File: config.mk
export PLATFORM = sky130hd
export DESIGN_NAME = cps_display_scanner
export DESIGN_NICKNAME = d
export VERILOG_FILES = /design/src/rtl/cps_pkg.sv /design/src/rtl/cps_scan_timer.sv /design/src/rtl/cps_display_scanner.sv
export SDC_FILE = /design/constraint.sdc
export NUM_CORES = 1
export LEC_CHECK = 0
export BUFFER_PORTS_ARGS = -buffer_cell sky130_fd_sc_hd__buf_2
export CORE_UTILIZATION = 52
export CTS_CLUSTER_DIAMETER = 200
export DETAILED_ROUTE_END_ITERATION = 8
export GPL_TIMING_DRIVEN = 1
export PLACE_DENSITY = 0.76
export SETUP_SLACK_MARGIN = 0.5
export SLEW_MARGIN = 20
export SYNTH_ARGS = -nofsm -noshare
export SYNTH_HDL_FRONTEND = slang
export SYNTH_SLANG_ARGS = --single-unit
File: constraint.sdc
create_clock -name Clk -period 2.4 [get_ports Clk]
set_input_delay 0.24 -clock Clk [delete_from_list [all_inputs] [get_ports Clk]]
set_output_delay 0.24 -clock Clk [all_outputs]
set_load 0.005 [all_outputs]
File: src/rtl/cps_pkg.sv
// Shared types and constants for the 4-digit multiplexed 7-segment scanner.
`timescale 1ns/1ps
package cps_pkg;

    typedef enum logic {
        BLANK = 1'b0,
        SHOW  = 1'b1
    } state_t;

    typedef logic [1:0] digit_t;
    typedef logic [6:0] seg_t;

    localparam seg_t       SEG_OFF   = 7'h7F;
    localparam logic [3:0] ANODE_OFF = 4'hF;

endpackage

File: src/rtl/cps_scan_timer.sv
// Slot/digit sequencer: each digit slot is BLANK_CYCLES dark followed by the lit part.
// Exposes next-cycle state so the top can register its outputs aligned to the scan.
`timescale 1ns/1ps
module cps_scan_timer
    import cps_pkg::*;
#(
    parameter int DIGIT_CYCLES = 50000,
    parameter int BLANK_CYCLES = 500
) (
    input  logic   clk,
    input  logic   rst_n,
    output state_t state_next,
    output digit_t digit_next,
    output logic   frame_next,
    output logic   frame_start
);

    localparam int CW = (DIGIT_CYCLES > 2) ? $clog2(DIGIT_CYCLES) : 1;
    localparam logic [CW-1:0] CNT_LAST   = CW'(DIGIT_CYCLES - 1);
    localparam logic [CW-1:0] BLANK_LAST = CW'(BLANK_CYCLES - 1);

    state_t          state_q, state_d;
    digit_t          digit_q, digit_d;
    logic [CW-1:0]   cnt_q, cnt_d;
    logic            first_q;
    logic            frame_start_q;

    // The first edge after reset is itself a frame boundary, so the counters hold there.
    always_comb begin
        state_d    = state_q;
        digit_d    = digit_q;
        cnt_d      = cnt_q;
        frame_next = 1'b0;
        if (first_q) begin
            frame_next = 1'b1;
        end else begin
            cnt_d = (cnt_q == CNT_LAST) ? '0 : cnt_q + 1'b1;
            case (state_q)
                BLANK: if (cnt_q == BLANK_LAST) state_d = SHOW;
                SHOW: begin
                    if (cnt_q == CNT_LAST) begin
                        state_d    = BLANK;
                        digit_d    = digit_q + 1'b1;
                        frame_next = (digit_q == 2'd3);
                    end
                end
                default: state_d = BLANK;
            endcase
        end
    end

    always_ff @(posedge clk or negedge rst_n) begin
        if (!rst_n) begin
            state_q       <= BLANK;
            digit_q       <= '0;
            cnt_q         <= '0;
            first_q       <= 1'b1;
            frame_start_q <= 1'b0;
        end else begin
            state_q       <= state_d;
            digit_q       <= digit_d;
            cnt_q         <= cnt_d;
            first_q       <= 1'b0;
            frame_start_q <= frame_next;
        end
    end

    assign state_next  = state_d;
    assign digit_next  = digit_d;
    assign frame_start = frame_start_q;

endmodule

File: src/rtl/cps_display_scanner.sv
// Common-anode 4-digit display driver: per-frame snapshot of the digit patterns,
// blanked digit scanning and whole-display blinking while redLed is set.
`timescale 1ns/1ps
module cps_display_scanner
    import cps_pkg::*;
#(
    parameter int DIGIT_CYCLES = 50000,
    parameter int BLANK_CYCLES = 500,
    parameter int BLINK_FRAMES = 64
) (
    input  logic       Clk,
    input  logic       Rst,
    input  logic [6:0] display1,
    input  logic [6:0] display2,
    input  logic [6:0] display3,
    input  logic [6:0] display4,
    input  logic       redLed,
    input  logic       greenLed,
    output logic [3:0] anode,
    output logic [6:0] segment,
    output logic       ledGreen,
    output logic       frameStart
);

    localparam int BW = (BLINK_FRAMES > 2) ? $clog2(BLINK_FRAMES) : 1;
    localparam logic [BW-1:0] BLINK_LAST = BW'(BLINK_FRAMES - 1);

    state_t     state_next;
    digit_t     digit_next;
    logic       frame_next;

    seg_t [3:0]    snap_q, snap_d;
    logic          phase_on_q, phase_on_d;
    logic          frame_on_q, frame_on_d;
    logic [BW-1:0] blink_cnt_q, blink_cnt_d;
    logic [3:0]    anode_q, anode_d;
    seg_t          segment_q, segment_d;
    logic          led_green_q;

    cps_scan_timer #(
        .DIGIT_CYCLES (DIGIT_CYCLES),
        .BLANK_CYCLES (BLANK_CYCLES)
    ) u_timer (
        .clk         (Clk),
        .rst_n       (Rst),
        .state_next  (state_next),
        .digit_next  (digit_next),
        .frame_next  (frame_next),
        .frame_start (frameStart)
    );

    // frame_on latches the phase in force when the frame begins; phase_on is the
    // phase the following red frame will use, so a full BLINK_FRAMES run is shown.
    always_comb begin
        snap_d      = snap_q;
        phase_on_d  = phase_on_q;
        frame_on_d  = frame_on_q;
        blink_cnt_d = blink_cnt_q;
        if (frame_next) begin
            snap_d = {display4, display3, display2, display1};
            if (!redLed) begin
                blink_cnt_d = '0;
                phase_on_d  = 1'b1;
                frame_on_d  = 1'b1;
            end else begin
                frame_on_d = phase_on_q;
                if (blink_cnt_q == BLINK_LAST) begin
                    blink_cnt_d = '0;
                    phase_on_d  = ~phase_on_q;
                end else begin
                    blink_cnt_d = blink_cnt_q + 1'b1;
                end
            end
        end

        anode_d   = ANODE_OFF;
        segment_d = SEG_OFF;
        if (state_next == SHOW) begin
            anode_d[digit_next] = 1'b0;
            if (frame_on_q) segment_d = ~snap_q[digit_next];
        end
    end

    always_ff @(posedge Clk or negedge Rst) begin
        if (!Rst) begin
            snap_q      <= '0;
            phase_on_q  <= 1'b1;
            frame_on_q  <= 1'b1;
            blink_cnt_q <= '0;
            anode_q     <= ANODE_OFF;
            segment_q   <= SEG_OFF;
            led_green_q <= 1'b0;
        end else begin
            snap_q      <= snap_d;
            phase_on_q  <= phase_on_d;
            frame_on_q  <= frame_on_d;
            blink_cnt_q <= blink_cnt_d;
            anode_q     <= anode_d;
            segment_q   <= segment_d;
            led_green_q <= greenLed;
        end
    end

    assign anode    = anode_q;
    assign segment  = segment_q;
    assign ledGreen = led_green_q;

endmodule

==> results by group <==
Layout
  – Layout cells sized above 1: about two fifths
  – Fillers: a little over 400
  – Nets: roughly 500
  – Area of the multi-input gates: 1930 um^2
  – Ant diodes: 0
  – Register Area: approximately 1700 um^2
  – Layout area overhead: 38.4%

Clock tree
  – CTS tree: done
  – Root Driver: clkbuf_8
  – Clock transition at path regs: roughly 0.080 ns
  – CTS sink cnt: 69
  – Clock Latency Late Sink: 0.35 ns
  – Num CTS Buffers: 9
  – H-Tree Level Count: 3
  – Max clock buf depth: 2

Yosys
  – YS warnings: 0
  – Post-synth top area share: around two fifths
  – Sequential area share after synthesis: between 50% and 60%
  – Count leader, synth: nand2_1
  – Share of synthesized registers carrying an async set or reset: 100%
  – Syn avg cell area: 8.99 um^2
  – Leading cell types by count after synthesis: nand2_1, dfrtp_1, nand3_1
  – EDFF count, synth: 0
  – Mapped Cells: roughly 390
  – Post-synthesis instance area: between 3000 and 4000 um^2
  – Synth area leader: dfrtp_1
  – Syn nets: ~420
  – Top cells by area, synth: dfrtp_1, nand2_1, dfstp_2
  – Synthesized flop and latch total: between 60 and 70
  – Post-synthesis cell type count: between 40 and 50
  – Synth Flop Type: dfrtp_1

Power and ir drop
  – Max VDD drop: between 0.0005 and 0.0006 V
  – Power Dens Cells: between 600 and 700 nW/um^2
  – Design Power: 2980 uW
  – Leakage: between 0.002 and 0.0025 uW

Placed design
  – GPL Wtd Cong: ~0.88
  – HPWL Detailed: 5320 um
  – Input/output buffers: between 40 and 50

Worst setup path
  – CP Launch Type: register
  – CP Cell Sequence: or4_4, nor4_4, a31oi_4, clkinv_4, buf_12, buf_12, buf_16, nand2_1, nand2_2
  – Most frequent CP cell: buf_12
  – Worst-path maximum fanout: 7
  – Worst path bufs/invs: 4
  – Worst Path Arrival: ~2.5 ns
  – Critical path class: reg2reg
  – Worst setup EP type: register
  – WP data required: ~2.7 ns
  – CP delay by family, top: simple AND/OR/NAND/NOR gates
  – Slowest cell on crit path: or4_4
  – CP max stage delay: ~0.6 ns

Floorplan
  – Core area: roughly 6400 um^2
  – Top Ports: 45
  – Die width: approximately 84 um
  – # rows: 29
  – Die area: between 7000 and 8000 um^2
  – Starting density of the core: between 50% and 60%
  – Die H: 83.8 um

Route
  – DRC: 0
  – Routed WL per cell: between 15 and 20 um
  – Post-DR vias/cell: around 6
  – Vias post-DR: 3266
  – DRT iter0 DRCs: between 300 and 400
  – Post-DRT Antenna Nets: 0
  – First-pass DRT Iterations: 5
  – DRT Wirelength: 10000 um

STA
  – Slew Limit Fails: 0
  – FMAX: 0.465 GHz
  – Setup TNS: 0 ns
  – Slew @ Worst Pin: between 0.8 and 0.9 ns
  – Final Hold Viols: 0
  – Fin Clk Skew: 0.0101 ns
  – RSZ-0062 raised after global routing: yes
  – Minimum clock period: around 2.2 ns
  – Finish-stage setup viols: 0
  – Slew margin rel.: between 40% and 50%
  – Final period util: roughly nine tenths

Global route
  – Largest net degree at the start of global routing: 70
  – Vias in the first global route: 3139
  – GRT met1 Usage: a little over a third
  – GR Util met3: 6.43%
  – GRT Total Usage: approximately 28%
  – Congestion Overflow GR: 0
  – Met2 usage: around 46%
  – Top Usage Layer GRT: met2
  – Initial antenna violation count: 0
  – Global-route wire length before repair: 15300 um

Run
  – Max cap viols: 0

Status
  – Status: complete, no violations

Min path
  – HP Class: in2async
## path summary, 6_finish.rpt
kind | startpoint | slack, ns | end | cells after the start
worst max-delay path | u_timer.cnt_q[13] | 0.25 | snap_q[11] | 9
worst min-delay path | Rst | 0.08 | snap_q[8] | 2
worst max register to register | u_timer.cnt_q[13] | 0.25 | snap_q[11] | 9
worst min register to register | frame_on_q | 0.51 | frame_on_q | 2
max in group asynchronous | Rst | 1.76 | snap_q[19] | 2
min in group Clk | display1[2] | 0.08 | snap_q[2] | 3
## per-layer routing
layer	wire length, um	vias to the layer above	part of all wire, %
li1	-	1494	-
met1	3950	1573	39
met2	5060	154	51
met3	654	45	6.5
met4	341	0	3.4
met5	0	-	0
## state kept, by name, indices dropped and copies added, names as in the netlist, 2 cells and up
register         cells
snap_q              28
segment              7
anode                4
u_timer.digit_q      2
blink_cnt_q          6
u_timer.cnt_q       16
## metrics by stage
step / cells / area [um^2] / hold slack, ns / utilization [%] / setup slack (ns)
5_1_grt: 544 / 4810 / 0.0730 / 75.4 / 0.197
4_1_cts: 539 / 4560 / 0.0771 / 71.4 / 0.309
3_3_place_gp: 502 / 3840 / 0.350 / 60.2 / 0.278
2_1_floorplan: 387 / 3510 / -0.0556 / - / 0.315
3_5_place_dp: 502 / 3840 / 0.353 / 60.2 / 0.168
6_report: 544 / 4810 / 0.0794 / 75.4 / 0.249
## kinds of logic after synthesis
| logic type | count (synthesis) | synth area share, % |
|---|---|---|
| muxes | 7 | 2.16 |
| xor gates and xnor gates | 13 | 3.27 |
| buffers and inverters | 25 | 2.99 |
| adders and majority gates | 3 | 1.08 |
| and+or+nand+nor | 219 | 30.6 |
| other | 1 | 0.108 |
| AOI/OAI and AO/OA | 50 | 9.60 |
| DFF | 69 | 50.1 |
## area by class of cell
type                       instances  share of cell area (%)
clock buffer                      11                    3.17
clock inverter                     5                    2.18
inverter                           4                   0.416
multi-input combinational        293                    40.1
sequential                        69                    36.2
tap                               77                    2.00
timing repair buffer              85                    15.9
## placed cells by master, fill, tap and decap left out, drive strengths merged, types with 5 or more instances in the layout
master  Yosys  layout
a21oi       7       7
nor2b       5       5
a31oi       6       6
nand4       9       9
and3        7       7
nor2       12      12
o21ai      15      15
nor4        6       6
nand3      24      24
a22o        7       7
nor3        6       6
xnor2       9       9
clkbuf     13      12
dfrtp      55      55
dfstp      14      14
nand2b      6       6
buf         8      83
nand2     123     123
## repair_timing
item / CTS / global route
hold endpoints to repair: 1 / 0
pin swaps: 21 / 37
setup buffers: 14 / 4
hold buffers: 1 / 0
resized for setup: 61 / 51
gates cloned: 6 / 1
setup endpoints to repair: 52 / 58
## where the power goes
part           internal (uW)  switching (uW)
combinational            186             187
clock                    753             446
sequential              1270             139
Note: power is estimated with default switching activity, not from simulation.
